### config.mk
export PLATFORM = sky130hd
export DESIGN_NAME = rvfi_check_sequencer
export DESIGN_NICKNAME = d
export VERILOG_FILES = /design/src/rtl/rvfi_seq_pkg.sv /design/src/rtl/rvfi_seq_prio.sv /design/src/rtl/rvfi_check_sequencer.sv
export SDC_FILE = /design/constraint.sdc
export NUM_CORES = 1
export LEC_CHECK = 0
export ABC_AREA = 1
export CORE_ASPECT_RATIO = 2
export CORE_MARGIN = 1.5
export CORE_UTILIZATION = 52
export DETAILED_ROUTE_END_ITERATION = 10
export GPL_TIMING_DRIVEN = 0
export PLACE_DENSITY = 0.95
export SLEW_MARGIN = 20
export SYNTH_ARGS = -nofsm -noshare
export SYNTH_HDL_FRONTEND = slang
export SYNTH_SLANG_ARGS = --single-unit
### constraint.sdc
create_clock -name clock -period 4 [get_ports clock]
set_input_delay 0.6 -clock clock [delete_from_list [all_inputs] [get_ports clock]]
set_output_delay 0.6 -clock clock [all_outputs]
set_load 0.05 [all_outputs]
### src/rtl/rvfi_seq_pkg.sv
// Shared types and helpers for the RVFI check sequencer: FSM state encoding,
// population count and lowest-index one-hot selection over a bounded channel vector.
package rvfi_seq_pkg;

  typedef enum logic [2:0] {
    S_IDLE,
    S_ARMED,
    S_DONE,
    S_TIMEOUT,
    S_ABORT
  } seq_state_e;

  // Upper bound on retirement channels; callers zero-extend narrower vectors.
  localparam int unsigned MAX_NRET = 32;

  function automatic int unsigned popcount(input logic [MAX_NRET-1:0] v);
    int unsigned n;
    n = 0;
    for (int i = 0; i < MAX_NRET; i++) begin
      n = n + {31'b0, v[i]};
    end
    return n;
  endfunction

  function automatic logic [MAX_NRET-1:0] prio_onehot(input logic [MAX_NRET-1:0] v);
    return v & (~v + MAX_NRET'(1));
  endfunction

endpackage

### src/rtl/rvfi_seq_prio.sv
// Lowest-index one-hot priority selector over NRET request lines.
module rvfi_seq_prio
  import rvfi_seq_pkg::*;
#(
  parameter int NRET = 1
) (
  input  logic [NRET-1:0] req_i,
  output logic [NRET-1:0] grant_o
);

  assign grant_o = NRET'(prio_onehot(MAX_NRET'(req_i)));

endmodule

### src/rtl/rvfi_check_sequencer.sv
// Arms on start, waits for the target rvfi_order to retire on any channel and
// fires a one-hot check to the per-channel checkers, or gives up on halt/timeout.
module rvfi_check_sequencer
  import rvfi_seq_pkg::*;
#(
  parameter int NRET    = 1,
  parameter int ORDER_W = 64,
  parameter int TIMEOUT = 1024,
  parameter int CNT_W   = 16
) (
  input  logic                    clock,
  input  logic                    resetn,
  input  logic                    start,
  input  logic [ORDER_W-1:0]      target_order,
  input  logic [NRET-1:0]         rvfi_valid,
  input  logic [NRET*ORDER_W-1:0] rvfi_order,
  input  logic [NRET-1:0]         rvfi_halt,
  output logic [NRET-1:0]         check,
  output logic                    busy,
  output logic                    done,
  output logic                    timeout,
  output logic                    aborted,
  output logic                    dup_err,
  output logic [CNT_W-1:0]        retire_cnt
);

  localparam int WAIT_W = $clog2(TIMEOUT) + 1;

  seq_state_e         state_q;
  logic [ORDER_W-1:0] target_q;
  logic [WAIT_W-1:0]  wait_q, wait_d;
  logic [CNT_W-1:0]   cnt_q, cnt_d;
  logic               done_q, timeout_q, aborted_q, dup_q;

  logic [NRET-1:0]    match;
  logic               armed, any_match, any_halt, multi_match, wait_end;

  function automatic logic [CNT_W-1:0] sat_add(input logic [CNT_W-1:0] a,
                                               input int unsigned b);
    logic [CNT_W:0] s;
    s = {1'b0, a} + (CNT_W+1)'(b);
    return s[CNT_W] ? '1 : s[CNT_W-1:0];
  endfunction

  assign armed = (state_q == S_ARMED);

  always_comb begin
    match = '0;
    for (int c = 0; c < NRET; c++) begin
      match[c] = armed && rvfi_valid[c] &&
                 (rvfi_order[c*ORDER_W +: ORDER_W] == target_q);
    end
  end

  rvfi_seq_prio #(.NRET(NRET)) u_prio (
    .req_i  (match),
    .grant_o(check)
  );

  assign any_match   = |match;
  assign any_halt    = |(rvfi_valid & rvfi_halt);
  assign multi_match = popcount(MAX_NRET'(match)) > 1;
  assign wait_end    = (wait_q == WAIT_W'(TIMEOUT - 1));
  assign wait_d      = wait_q + WAIT_W'(1);
  assign cnt_d       = sat_add(cnt_q, popcount(MAX_NRET'(rvfi_valid)));

  // Priority inside ARMED: match, then halt, then timeout.
  always_ff @(posedge clock or negedge resetn) begin
    if (!resetn) begin
      state_q   <= S_IDLE;
      target_q  <= '0;
      wait_q    <= '0;
      cnt_q     <= '0;
      done_q    <= 1'b0;
      timeout_q <= 1'b0;
      aborted_q <= 1'b0;
      dup_q     <= 1'b0;
    end else begin
      case (state_q)
        S_ARMED: begin
          cnt_q  <= cnt_d;
          wait_q <= wait_d;
          if (any_match) begin
            state_q <= S_DONE;
            done_q  <= 1'b1;
            dup_q   <= multi_match;
          end else if (any_halt) begin
            state_q   <= S_ABORT;
            aborted_q <= 1'b1;
          end else if (wait_end) begin
            state_q   <= S_TIMEOUT;
            timeout_q <= 1'b1;
          end
        end
        default: begin
          if (start) begin
            state_q   <= S_ARMED;
            target_q  <= target_order;
            wait_q    <= '0;
            cnt_q     <= '0;
            done_q    <= 1'b0;
            timeout_q <= 1'b0;
            aborted_q <= 1'b0;
            dup_q     <= 1'b0;
          end
        end
      endcase
    end
  end

  assign busy       = armed;
  assign done       = done_q;
  assign timeout    = timeout_q;
  assign aborted    = aborted_q;
  assign dup_err    = dup_q;
  assign retire_cnt = cnt_q;

endmodule
# [After elaboration in Yosys (flattened, before gate mapping)]
# Cells that the tools add are included.
# W data, S select, Z words.
[op_classes] n_addsub=3 order_cmp=1 n_eq_ne=9 mux=22 bitwise=4 reduce_logical=8
[ops] operator="$eq A64 B64 Y1" n=1
[ops] operator="$mux W16" n=3
[ops] operator="$mux W11" n=2
[ops] operator="$add A16 B1 Y17" n=1
[ops] operator="$mux W3" n=5
[ops] operator="$mux W1" n=12
[ops] operator="$add A11 B1 Y11 const B" n=1
[ops] operator="$eq A11 B10 Y1 const B" n=1
[ops] operator="$ne A2 B1 Y1 const B" n=3
[ops] operator="$reduce_and A2 Y1" n=3
[ops] operator="$ne A2 B2 Y1 const B" n=2
[ops] operator="$ne A4 B1 Y1 const B" n=1
[ops] operator="$reduce_and A4 Y1" n=1
[ops] operator="$eq A3 B1 Y1 const B" n=1
[ops] operator="$reduce_and A3 Y1" n=1
[ops] operator="$and A1 B1 Y1" n=2
[ops] operator="$logic_and A1 B1 Y1" n=2
[ops] operator="$not A1 Y1" n=2
[ops] operator="$reduce_bool A2 Y1" n=1
[ops] operator="$add A1 B1 Y1 const B" n=1
[ops] operator="$gt A1 B1 Y1 const B" n=1
[totals] reg_bits=98 inputBits=133 output_inout_bits=22 wordCells=55

# [Longest topological paths before layout]
[logic_depth] depth_word=6 mapped_depth=12

# [By module]
# From an unflattened synthesis, not the netlist that was laid out.
[unflattened] hier_cells=754 hier_area_um2=5317.6
[modules_own_cells] module="rvfi_check_sequencer" instances=1 cells_each=753 area_per_inst_um2=5310.1
[modules_own_cells] module="rvfi_seq_prio" instances=1 cells_each=1 area_per_inst_um2=7.5

# [Least setup slack after synthesis]
# No wires, ideal clock.
[synth_timing] kind="input port to output port" startpoint="input rvfi_order[20]" endpoint="output check" arrival_time_ps=1579 t_required_ps=3400 slack_ps=1821 path_stages=10 path_buffers=0 cell_sequence="inv_1 > nand2_1 > nand2_1 > nor2_1 > nand2_1 > nor2_1 > nand2_1 > nor2_1 > nand3_2 > inv_1"
[synth_between] elab_chain_cells=5
[synth_rtl] item="start, declared" line="rvfi_check_sequencer.sv:16" text="input logic [NRET*ORDER_W-1:0] rvfi_order,"
[synth_rtl] item="$eq A64 B64 Y1 (*)" line="rvfi_check_sequencer.sv:51" text="(rvfi_order[c*ORDER_W +: ORDER_W] == target_q);"
[synth_rtl] item="$logic_and A1 B1 Y1 (*)" line="rvfi_check_sequencer.sv:50" text="match[c] = armed && rvfi_valid[c] &&"
[synth_rtl] item="$not A1 Y1" line="rvfi_seq_pkg.sv:26" text="return v & (~v + MAX_NRET'(1));"
[synth_rtl] item="$add A1 B1 Y1" line="rvfi_seq_pkg.sv:26"
[synth_rtl] item="$and A1 B1 Y1 (*)" line="rvfi_seq_pkg.sv:26"
[synth_rtl] item="end, declared" line="rvfi_check_sequencer.sv:18" text="output logic [NRET-1:0] check,"
# Mark *: on every way between the ends. The rest lies on a longest branch, timed or not.

# [Final worst setup path]
[layout_timing] startpoint="input rvfi_order[25]" endpoint="output check"
# Same word-level chain as after synthesis.

==> results.sh <==
export IMPL_path_cells="clkdlybuf4s50_1 -> nand2_1 -> inv_1 -> nor2_1 -> nor2_1 -> nand2_1 -> nor2_1 -> nand2_1 -> nor2_1 -> nand3_2 -> inv_1 -> clkdlybuf4s50_1"
export IMPL_min_period_ns=3.54
export IMPL_syn2layout_area_growth_pct=38.4
export IMPL_cts_max_path_buffers=2
export IMPL_syn_inst=751
export IMPL_gp_congestion=0.848
export IMPL_critPathCapture="check"
export IMPL_grt_max_degree=62
export IMPL_p_total_uw=4040
export IMPL_core_sq_um=10000
export IMPL_critPathLaunchType="primary input"
export IMPL_dp_hpwl_microns=11300
export IMPL_finalNetCount=1052
export IMPL_cts_buffers=9
export IMPL_chipHeight_microns=146
export IMPL_nFillCells=809
export IMPL_slew_violations=0
export IMPL_ctsHoldBuffers=0
export IMPL_cts_resized=0
export IMPL_fin_skew_ns=0.0139
export IMPL_worstPathMaxFanout=8
export IMPL_antenna_found_initial=0
export IMPL_setup_violations_final=0
export IMPL_ys_seq_elements=97
export IMPL_grt_pass1_wl_microns=23100
export IMPL_vias=5265
export IMPL_crit_family="buffers and inverters"
export IMPL_required_ns=3.40
export IMPL_worst_slew_pin_slew_ns=0.558
export IMPL_antenna_left=0
export IMPL_clk_latency_ns=0.34
export IMPL_r2r_cells=10
export IMPL_slew_headroom_pct=62.7
export IMPL_p_leak_uw=0.00374
export IMPL_syn_nets=887
export IMPL_cts_tree="done"
export IMPL_die_w_microns=74.4
export IMPL_final_cell_mix="nand2_1, clkdlybuf4s50_1, dfrtp_1, inv_1, nor2_1"
export IMPL_synth_area_sq_um=5300
export IMPL_drt_wl_total_microns=14800
export IMPL_worstHoldPathType="in2async"
export IMPL_vdd_ir_drop_worst_v=0.000340
export IMPL_post_cts_setup_buffers=0
export IMPL_dpl_cell_area_sq_um=7020
export IMPL_boundaryPins=155
export IMPL_synth_area_top_cells="dfrtp_1, nand2_1, inv_1, nor2_1, xor2_1"
export IMPL_end_kind="output pin"
export IMPL_crit_type="in2out"
export IMPL_htreeDepth=3
export IMPL_track_usage_pct=27.8
export IMPL_power_density_nw_per_um2=552
export IMPL_yosysTopAreaCell="dfrtp_1"
export IMPL_reg2reg_to="retire_cnt[5]"
export IMPL_drc=0
export IMPL_fin_crit_sh_pct=88.5
export IMPL_yosysSeqAreaShare_pct=45.8
export IMPL_avgSynthCellArea_sq_um=7.05
export IMPL_yosysWarnings=0
export IMPL_layout_commonest_cell="nand2_1"
export IMPL_rsz0062_at_grt="no"
export IMPL_synthFlopType="dfrtp_1"
export IMPL_cp_depth=12
export IMPL_fmax_mhz=283
export IMPL_cts_sinks=97
export IMPL_outcome="finished clean"
export IMPL_cpMostUsedCell="nor2_1"
export IMPL_r2r_setup_slack_ns=1.89
export IMPL_start_util_pct=52.8
export IMPL_port_buffers=153
export IMPL_dieArea_sq_um=10800
export IMPL_initialDrtViolationCount=233
export IMPL_critical_path_buf_inv_count=4
export IMPL_cp_arrival_ns=2.94
export IMPL_async_flop_share_pct=100
export IMPL_stdcell_area_sq_um=7330
export IMPL_grt_ovfl_total=0
export IMPL_firstDrtPassIters=6
export IMPL_crit_slowest_cell="clkdlybuf4s50_1"
export IMPL_clk_pin_slew_ns=0.07
export IMPL_synth_cell_types=30
export IMPL_rows=52
export IMPL_drive_above_1_share_pct=6.51
export IMPL_n_antenna_cell=0
export IMPL_yosysTopAreaCellShare_pct=45.8
export IMPL_hold_viol=0
export IMPL_crit_path_max_incr_delay_ns=0.80
export IMPL_cap_violations=0
export IMPL_synth_edff_count=0
export IMPL_viasPerCell=4.99
export IMPL_cts_root_buffer="clkbuf_16"
export IMPL_critPathLaunch="rvfi_order[25]"
export IMPL_reg2reg_from="retire_cnt[0]"
export IMPL_hold_slack_ns=0.156
export IMPL_wl_per_cell_microns=14.0
export IMPL_grt_pass1_vias=5347
-- kinds of logic after synthesis --
kind of cell               after synthesis  share of synthesized area [%]
buffers and inverters                  118                           8.79
and+or+nand+nor                        445                           33.8
adders and majority gates                3                          0.709
DFF                                     97                           45.8
AOI/OAI and AO/OA                       61                           6.40
muxes                                    2                          0.378
other                                    1                         0.0708
xor gates and xnor gates                24                           3.97
-- layout make-up --
cell class / count / area [sq um] / area share, %
sequential: 97 / 2430 / 33.1
multi-input combinational: 536 / 2400 / 32.8
timing repair buffer: 154 / 1560 / 21.3
inverter: 99 / 372 / 5.07
clock buffer: 9 / 225 / 3.07
tap: 135 / 169 / 2.31
buffer: 19 / 93.8 / 1.28
clock inverter: 7 / 76.3 / 1.04
-- registers in the layout, summed over array words and instances, names as in the netlist --
name,count
done,1
retire_cnt,16
timeout,1
target_q,64
state_q,3
aborted,1
wait_q,11
-- report_power, final --
part / leakage [uW] / switching [uW] / internal, uW
clock network: 0.000142 / 391 / 490
registers: 0.00124 / 258 / 1340
logic: 0.00236 / 943 / 617
-- routing by layer --
layer / vias to the layer above / part of all wire (%) / global-route usage, %
li1: 2602 / - / -
met1: 2423 / 34 / 26.6
met2: 176 / 55 / 51.0
met3: 64 / 4.7 / 5.12
met4: 0 / 6.0 / 17.7
met5: - / 0 / 0
-- cell usage after synthesis, types with 2 or more instances --
library cell	count
nand2_1	314
dfrtp_1	97
inv_1	91
nor2_1	88
o21ai_1	37
xor2_1	22
nand3_1	17
buf_2	15
a21oi_1	9
inv_2	8
nor2_2	6
nand2_2	5
o211ai_1	5
nand4_1	4
o21ai_0	4
o311ai_1	4
clkbuf_1	3
ha_1	3
nand3_2	3
nor2_4	3
mux2i_1	2
nor3_1	2
xnor2_1	2
-- how the worst min path moves through the flow --
stage | from | to | slack, ns | depth (start not counted)
after floorplan | resetn | aborted | 0.30 | 0
after global placement | timeout | timeout | 0.46 | 2
after detailed placement | aborted | aborted | 0.47 | 2
after CTS | resetn | target_q[62] | 0.16 | 1
after global routing | resetn | target_q[62] | 0.17 | 1
final | resetn | target_q[62] | 0.16 | 1
-- through the flow --
| step | TNS (ns) | worst slack [ns] | utilization, % | cells |
|---|---|---|---|---|
| global route | 0 | 0.316 | 73.1 | 1056 |
| finish | 0 | 0.461 | 73.1 | 1056 |
| global placement | -130.87 | -1.36 | 69.8 | 1039 |
| CTS | 0 | 0.469 | 73.1 | 1056 |
| detailed placement | 0 | 0.500 | 70.1 | 1040 |
| floorplan | 0 | 1.82 | - | 751 |
Note: power is estimated with default switching activity, not from simulation.
